===== src/rtl/rsa_pkg.sv =====
// rsa_pkg: shared constants for the rsa_unit sequencer.
//   Register addresses, CTRL/STATUS bit positions, FSM state type and the
//   TMO_LIM reset value.
package rsa_pkg;

  localparam logic [2:0] ADDR_CTRL    = 3'd0;
  localparam logic [2:0] ADDR_STATUS  = 3'd1;
  localparam logic [2:0] ADDR_P       = 3'd2;
  localparam logic [2:0] ADDR_E       = 3'd3;
  localparam logic [2:0] ADDR_M       = 3'd4;
  localparam logic [2:0] ADDR_CONST   = 3'd5;
  localparam logic [2:0] ADDR_RESULT  = 3'd6;
  localparam logic [2:0] ADDR_TMO_LIM = 3'd7;

  localparam int CTRL_START  = 0;
  localparam int CTRL_ABORT  = 1;
  localparam int CTRL_IRQ_EN = 2;

  localparam int ST_BUSY = 0;
  localparam int ST_DONE = 1;
  localparam int ST_TMO  = 2;
  localparam int ST_ERR  = 3;

  localparam logic [7:0] TMO_LIM_RST = 8'hFF;

  typedef enum logic [1:0] {
    IDLE    = 2'd0,
    LOAD    = 2'd1,
    RUN     = 2'd2,
    DONE_ST = 2'd3
  } rsa_state_e;

endpackage


===== src/rtl/rsa_seq_regs.sv =====
// rsa_seq_regs: register file for the rsa_unit sequencer.
//   clk_i, rst_i              clock, async active-high reset
//   reg_wr_i/reg_rd_i         one-cycle write/read strobes
//   reg_addr_i/reg_wdata_i    register address and write data
//   reg_rdata_o               registered read data (1-cycle latency)
//   busy_i                    sequencer not idle
//   set_done_i/set_tmo_i      status set pulses from the sequencer
//   res_we_i/res_i            result capture strobe and data
//   start_o/abort_o           decoded command pulses (start only when idle)
//   p_o/e_o/m_o/const_o       live operand registers
//   tmo_lim_o                 timeout limit (upper byte of the count limit)
//   irq_o                     level interrupt
module rsa_seq_regs
  import rsa_pkg::*;
#(
  parameter int WIDTH = 8,
  parameter int LIM_W = 8
) (
  input  logic             clk_i,
  input  logic             rst_i,
  input  logic             reg_wr_i,
  input  logic             reg_rd_i,
  input  logic [2:0]       reg_addr_i,
  input  logic [WIDTH-1:0] reg_wdata_i,
  output logic [WIDTH-1:0] reg_rdata_o,
  input  logic             busy_i,
  input  logic             set_done_i,
  input  logic             set_tmo_i,
  input  logic             res_we_i,
  input  logic [WIDTH-1:0] res_i,
  output logic             start_o,
  output logic             abort_o,
  output logic [WIDTH-1:0] p_o,
  output logic [WIDTH-1:0] e_o,
  output logic [WIDTH-1:0] m_o,
  output logic [WIDTH-1:0] const_o,
  output logic [LIM_W-1:0] tmo_lim_o,
  output logic             irq_o
);

  logic [WIDTH-1:0] p_q, e_q, m_q, const_q, result_q, rdata_q, rd_mux;
  logic [LIM_W-1:0] tmo_lim_q;
  logic             irq_en_q, done_q, tmo_q, err_q;
  logic             ctrl_wr, st_wr, op_wr, start_cmd;

  assign ctrl_wr   = reg_wr_i && (reg_addr_i == ADDR_CTRL);
  assign st_wr     = reg_wr_i && (reg_addr_i == ADDR_STATUS);
  assign op_wr     = reg_wr_i && (reg_addr_i inside {ADDR_P, ADDR_E, ADDR_M, ADDR_CONST});
  // ABORT in the same write suppresses START entirely.
  assign abort_o   = ctrl_wr && reg_wdata_i[CTRL_ABORT];
  assign start_cmd = ctrl_wr && reg_wdata_i[CTRL_START] && !reg_wdata_i[CTRL_ABORT];
  assign start_o   = start_cmd && !busy_i;

  assign p_o         = p_q;
  assign e_o         = e_q;
  assign m_o         = m_q;
  assign const_o     = const_q;
  assign tmo_lim_o   = tmo_lim_q;
  assign reg_rdata_o = rdata_q;
  assign irq_o       = irq_en_q & (done_q | tmo_q);

  always_comb begin
    rd_mux = '0;
    case (reg_addr_i)
      ADDR_CTRL:    rd_mux[CTRL_IRQ_EN] = irq_en_q;
      ADDR_STATUS: begin
        rd_mux[ST_BUSY] = busy_i;
        rd_mux[ST_DONE] = done_q;
        rd_mux[ST_TMO]  = tmo_q;
        rd_mux[ST_ERR]  = err_q;
      end
      ADDR_P:       rd_mux = p_q;
      ADDR_E:       rd_mux = e_q;
      ADDR_M:       rd_mux = m_q;
      ADDR_CONST:   rd_mux = const_q;
      ADDR_RESULT:  rd_mux = result_q;
      ADDR_TMO_LIM: rd_mux = WIDTH'(tmo_lim_q);
      default:      rd_mux = '0;
    endcase
  end

  always_ff @(posedge clk_i or posedge rst_i) begin
    if (rst_i) begin
      p_q       <= '0;
      e_q       <= '0;
      m_q       <= '0;
      const_q   <= '0;
      result_q  <= '0;
      rdata_q   <= '0;
      tmo_lim_q <= LIM_W'(TMO_LIM_RST);
      irq_en_q  <= 1'b0;
      done_q    <= 1'b0;
      tmo_q     <= 1'b0;
      err_q     <= 1'b0;
    end else begin
      if (ctrl_wr) irq_en_q <= reg_wdata_i[CTRL_IRQ_EN];
      if (reg_wr_i) begin
        case (reg_addr_i)
          ADDR_P:       p_q       <= reg_wdata_i;
          ADDR_E:       e_q       <= reg_wdata_i;
          ADDR_M:       m_q       <= reg_wdata_i;
          ADDR_CONST:   const_q   <= reg_wdata_i;
          ADDR_TMO_LIM: tmo_lim_q <= reg_wdata_i[LIM_W-1:0];
          default: ;
        endcase
      end
      if (res_we_i) result_q <= res_i;
      // Hardware set has priority over write-1-to-clear.
      if (set_done_i) done_q <= 1'b1;
      else if (start_o || (st_wr && reg_wdata_i[ST_DONE])) done_q <= 1'b0;
      if (set_tmo_i) tmo_q <= 1'b1;
      else if (start_o || (st_wr && reg_wdata_i[ST_TMO])) tmo_q <= 1'b0;
      if (busy_i && (start_cmd || op_wr)) err_q <= 1'b1;
      else if (st_wr && reg_wdata_i[ST_ERR]) err_q <= 1'b0;
      if (reg_rd_i) rdata_q <= rd_mux;
    end
  end

endmodule


===== src/rtl/rsa_seq_ctrl.sv =====
// rsa_seq_ctrl: launches one rsa_unit operation per START command, holds the
// operands in shadow registers while it runs, and ends on eoc or timeout.
//   clk, rst                       clock, async active-high reset
//   reg_wr/reg_rd/reg_addr/reg_wdata/reg_rdata   register bus
//   rsa_en, rsa_p/e/m/const        rsa_unit enable and shadow operands
//   rsa_eoc, rsa_c                 rsa_unit end-of-conversion and result
//   irq                            level interrupt
//
// state   | meaning
// IDLE    | waiting for START, rsa_en low
// LOAD    | copy operands into shadows, clear timeout counter, rsa_en low
// RUN     | rsa_en high, wait for eoc or timeout
// DONE_ST | one cycle with rsa_en low, then DONE is set
module rsa_seq_ctrl
  import rsa_pkg::*;
#(
  parameter int WIDTH = 8,
  parameter int TMO_W = 16
) (
  input  logic             clk,
  input  logic             rst,
  input  logic             reg_wr,
  input  logic             reg_rd,
  input  logic [2:0]       reg_addr,
  input  logic [WIDTH-1:0] reg_wdata,
  output logic [WIDTH-1:0] reg_rdata,
  output logic             rsa_en,
  output logic [WIDTH-1:0] rsa_p,
  output logic [WIDTH-1:0] rsa_e,
  output logic [WIDTH-1:0] rsa_m,
  output logic [WIDTH-1:0] rsa_const,
  input  logic             rsa_eoc,
  input  logic [WIDTH-1:0] rsa_c,
  output logic             irq
);

  localparam int LIM_W = TMO_W - 8;

  rsa_state_e       state_q;
  logic             en_q;
  logic [TMO_W-1:0] cnt_q, limit;
  logic [WIDTH-1:0] sh_p_q, sh_e_q, sh_m_q, sh_c_q;
  logic [WIDTH-1:0] op_p, op_e, op_m, op_c;
  logic [LIM_W-1:0] tmo_lim;
  logic             busy, start, abort, at_lim, res_we, set_tmo, set_done;

  assign busy     = (state_q != IDLE);
  assign limit    = {tmo_lim, 8'h00};
  assign at_lim   = (cnt_q == limit);
  // eoc beats the timeout; ABORT beats both.
  assign res_we   = (state_q == RUN) && !abort && rsa_eoc;
  assign set_tmo  = (state_q == RUN) && !abort && !rsa_eoc && at_lim;
  assign set_done = (state_q == DONE_ST) && !abort;

  assign rsa_en    = en_q;
  assign rsa_p     = sh_p_q;
  assign rsa_e     = sh_e_q;
  assign rsa_m     = sh_m_q;
  assign rsa_const = sh_c_q;

  rsa_seq_regs #(.WIDTH(WIDTH), .LIM_W(LIM_W)) u_regs (
    .clk_i       (clk),
    .rst_i       (rst),
    .reg_wr_i    (reg_wr),
    .reg_rd_i    (reg_rd),
    .reg_addr_i  (reg_addr),
    .reg_wdata_i (reg_wdata),
    .reg_rdata_o (reg_rdata),
    .busy_i      (busy),
    .set_done_i  (set_done),
    .set_tmo_i   (set_tmo),
    .res_we_i    (res_we),
    .res_i       (rsa_c),
    .start_o     (start),
    .abort_o     (abort),
    .p_o         (op_p),
    .e_o         (op_e),
    .m_o         (op_m),
    .const_o     (op_c),
    .tmo_lim_o   (tmo_lim),
    .irq_o       (irq)
  );

  always_ff @(posedge clk or posedge rst) begin
    if (rst) begin
      state_q <= IDLE;
      en_q    <= 1'b0;
      cnt_q   <= '0;
      sh_p_q  <= '0;
      sh_e_q  <= '0;
      sh_m_q  <= '0;
      sh_c_q  <= '0;
    end else begin
      case (state_q)
        IDLE: begin
          en_q <= 1'b0;
          if (start) state_q <= LOAD;
        end
        LOAD: begin
          sh_p_q <= op_p;
          sh_e_q <= op_e;
          sh_m_q <= op_m;
          sh_c_q <= op_c;
          cnt_q  <= '0;
          if (abort) begin
            state_q <= IDLE;
            en_q    <= 1'b0;
          end else begin
            state_q <= RUN;
            en_q    <= 1'b1;
          end
        end
        RUN: begin
          if (abort || rsa_eoc || at_lim) begin
            state_q <= (rsa_eoc && !abort) ? DONE_ST : IDLE;
            en_q    <= 1'b0;
          end else if (cnt_q != '1) begin
            cnt_q <= cnt_q + TMO_W'(1);
          end
        end
        DONE_ST: begin
          state_q <= IDLE;
          en_q    <= 1'b0;
        end
        default: begin
          state_q <= IDLE;
          en_q    <= 1'b0;
        end
      endcase
    end
  end

endmodule


===== config.mk =====
export PLATFORM = sky130hd
export DESIGN_NAME = rsa_seq_ctrl
export DESIGN_NICKNAME = d
export VERILOG_FILES = /design/src/rtl/rsa_pkg.sv /design/src/rtl/rsa_seq_regs.sv /design/src/rtl/rsa_seq_ctrl.sv
export SDC_FILE = /design/constraint.sdc
export NUM_CORES = 1
export LEC_CHECK = 0
export CORE_MARGIN = 1
export CORE_UTILIZATION = 40
export CTS_CLUSTER_SIZE = 40
export DETAILED_ROUTE_END_ITERATION = 7
export GPL_ROUTABILITY_DRIVEN = 1
export PLACE_DENSITY = 0.62
export REMOVE_ABC_BUFFERS = 1
export SLEW_MARGIN = 20
export SYNTH_ARGS = -nofsm -noshare
export SYNTH_HDL_FRONTEND = slang
export SYNTH_SLANG_ARGS = --single-unit
export TNS_END_PERCENT = 20

===== constraint.sdc =====
create_clock -name clk -period 10.35 [get_ports clk]
set_input_delay 2.07 -clock clk [delete_from_list [all_inputs] [get_ports clk]]
set_output_delay 2.07 -clock clk [all_outputs]
set_load 0.02 [all_outputs]

==> impl_metrics.py <==
metrics = {
    "floorplan": {
        "coreArea_um2": 13190,
        "rows": 42,
        "fp.dieW_um": 118.1,
        "die_y_um": 118.1,
        "ios": 66,
        "die-area_um2": 13940,
        "initial_core_util": 0.4085,
    },
    "synthesis": {
        "async_flop_share": 1.000,
        "synth_ff_type": "dfrtp_1",
        "synthTopCellsByArea": "dfrtp_1 (48%), mux2_2 (18%), dfstp_2 (3.9%)",
        "syn_area_um2": 5388,
        "yosys_warnings": 0,
        "ys_seq_area_frac": 0.5174,
        "synth_cell_type_count": 51,
        "synth.top_cell.area_share": 0.4784,
        "synth_seq_cells": 111,
        "synth_cells": 447,
        "yosys.area.top_type": "dfrtp_1",
        "avgSynthCellArea_um2": 12.05,
        "synth-edff-count": 0,
    },
    "place": {
        "place_area_um2": 6182,
        "gp_congestion": 0.7884,
        "port_buffers": 65,
        "dpl.hpwl_um": 8753,
        "place_inst": 668,
        "place_ws_ps": 5779,
    },
    "setup_path": {
        "slowest_delay_ps": 710,
        "crit_type": "primary input to register",
        "cp_slowest_cell": "o31a_1",
        "crit_path_end_kind": "register",
        "cp.arrival_ps": 4480,
        "worstPathRequired_ps": 10580,
        "cp-start-kind": "primary input",
        "path_cells": "clkdlybuf4s50_1 -> buf_4 -> nor4b_2 -> a21oi_1 -> o31a_1 -> nand3_1 -> a311o_1",
        "cp_max_fo": 24,
    },
    "cts": {
        "htreeDepth": 3,
        "clkLatencyLatePin_ps": 350,
        "clockRootBuffer": "clkbuf_16",
        "cts.path.max_buffers": 2,
        "cts_resized": 0,
        "hold_buffers": 0,
        "cts_tree": "yes",
        "post_cts_buffers": 0,
        "cts.sinks": 111,
        "clk_transition_reported_paths_ps": 70,
        "cts_buffers": 9,
    },
    "grt": {
        "grt_overflow_total": 0,
        "grt_use_total": 0.1854,
        "grt_pass1_wl_um": 20380,
        "grt_max_degree": 84,
        "grt_antenna_before_repair": 0,
        "grt_pass1_vias": 3746,
    },
    "timing": {
        "tns_ps": 0,
        "skew_ps": 7.148,
        "period_needed_ps": 4249,
        "finalCritPeriodShare": 0.4105,
        "rsz0062_at_grt": "false",
        "fin_ws_ps": 6101,
        "tightest_slew_ps": 1049,
        "slew_headroom": 0.2914,
        "setup_viol": 0,
        "fmax_mhz": 235.4,
        "slew_viol_final": 0,
        "hold_viol_final": 0,
    },
    "routing": {
        "vias": 3768,
        "wl_per_cell_um": 18.04,
        "first_pass_iters": 5,
        "drtAntennaViolNets": 0,
        "drc": 0,
        "drt_iter0_drc": 211,
        "via_per_inst": 5.509,
        "wl_um": 12340,
    },
    "final_layout": {
        "drive_gt1_frac": 0.2559,
        "diodes": 0,
        "multi_input_area_um2": 2416,
        "area_delta_synth_final_pct": 20.04,
        "final_common_cell": "dfrtp_1",
        "layout_common_cells": "dfrtp_1 (103), mux2_2 (86), clkdlybuf4s50_1 (65)",
        "final_nets": 538,
        "final_cells": 684,
        "regArea_um2": 2788,
        "nFillCells": 1202,
        "finalInstanceArea_um2": 6467,
    },
    "power": {
        "p_sw_uw": 540.0,
        "seqPwrFrac": 0.414,
        "swShare": 0.3379,
        "power_mw": 1.598,
        "vdd_drop_max_v": 0.0001514,
        "p_int_mw": 1.058,
        "combPwrFrac": 0.385,
        "pwr-share-clk": 0.201,
        "cellLeakagePower_nw": 2.691,
        "power.density_nw_per_um2": 247.1,
    },
    "run": {
        "drv_cap": 0,
    },
    "run_status": {
        "status": "completed",
    },
    "worst_hold_path": {
        "min_path_type": "register to register",
    },
}
## registers in the layout, summed over array words and instances (netlist names), 8 cells and up
name / flops
rsa_p: 8
rsa_const: 8
rsa_e: 8
u_regs.result_q: 8
u_regs.const_o: 8
u_regs.m_o: 8
cnt_q: 16
rsa_m: 8
u_regs.reg_rdata_o: 8
u_regs.e_o: 8
u_regs.tmo_lim_o: 8
u_regs.p_o: 8
## cell type report
cell class	instances	share of cell area
Sequential cell	111	0.4310
Clock buffer	10	0.03540
Timing Repair Buffer	70	0.1070
Clock inverter	6	0.007545
Tap cell	176	0.03405
Multi-Input combinational cell	292	0.3736
Inverter	19	0.01141
## power by group through the flow
| stage | combinational, mW | clock (mW) | sequential [mW] |
|---|---|---|---|
| floorplan | 0.304 | 0 | 0.730 |
| global placement | 0.607 | 0 | 0.667 |
| detailed placement | 0.619 | 0 | 0.672 |
| CTS | 0.621 | 0.330 | 0.664 |
| global route | 0.662 | 0.347 | 0.680 |
| finish | 0.615 | 0.321 | 0.662 |
## critical path, delay by kind of cell
kind,cells,cell delay [ps]
AOI/OAI and AO/OA,3,1310
buffers and inverters,2,770
and+or+nand+nor,2,310
## per-stage QoR
stage / hold slack, ps / utilization
finish: 508.5 / 0.4903
global route: 521.5 / 0.4903
CTS: 508.4 / 0.4898
detailed placement: 492.9 / 0.4687
global placement: 482.3 / 0.4687
floorplan: 444.1 / -
## path summary, 6_finish.rpt
kind                       slack [ps]           end  depth (start not counted)          from
max                              6100      cnt_q[5]                          7   reg_addr[0]
min                               510  rsa_const[3]                          1  rsa_const[3]
max reg2reg                      7500      cnt_q[6]                          6    state_q[0]
min reg2reg                       510  rsa_const[3]                          1  rsa_const[3]
max in group asynchronous        7240      rsa_m[1]                          3           rst
min in group asynchronous        2060      rsa_e[0]                          2           rst
## cells in the mapped netlist (2+ instances only)
| cell type | instances |
|---|---|
| a22oi_1 | 5 |
| mux4_2 | 2 |
| mux2i_1 | 7 |
| nand4_1 | 10 |
| dfrtp_1 | 103 |
| dfstp_2 | 8 |
| inv_1 | 19 |
| o22ai_1 | 6 |
| nand4_2 | 2 |
| clkbuf_1 | 15 |
| nand2_1 | 26 |
| a31o_2 | 3 |
| a41oi_1 | 2 |
| nand2b_1 | 8 |
| o21ai_0 | 11 |
| mux2_2 | 86 |
| a21oi_1 | 7 |
| o211ai_2 | 2 |
| buf_2 | 6 |
| and3_1 | 9 |
| nor3_1 | 2 |
| buf_6 | 2 |
| nand3_1 | 15 |
| a221oi_1 | 7 |
| ha_1 | 11 |
| nor2b_1 | 9 |
| a31oi_1 | 19 |
| nor2_1 | 12 |
| o32ai_1 | 2 |
| xnor2_1 | 8 |
| nor4_1 | 2 |
| buf_1 | 2 |
## kinds of logic (layout without fill, tap and decap cells)
group | count (synthesis) | count (layout) | share of synthesized area
DFF | 111 | 111 | 0.5174
adders and majority gates | 11 | 11 | 0.02555
buffers and inverters | 44 | 105 | 0.03484
xor gates and xnor gates | 8 | 8 | 0.01301
muxes | 95 | 95 | 0.2011
AOI/OAI and AO/OA | 76 | 76 | 0.1015
and+or+nand+nor | 102 | 102 | 0.1066
## routing by layer
metal,share of wire,global-route usage
met4,0.0086,0.04327
met2,0.49,0.2989
met1,0.48,0.2608
met3,0.030,0.03052
met5,0,0
Note: power is estimated with default switching activity, not from simulation.
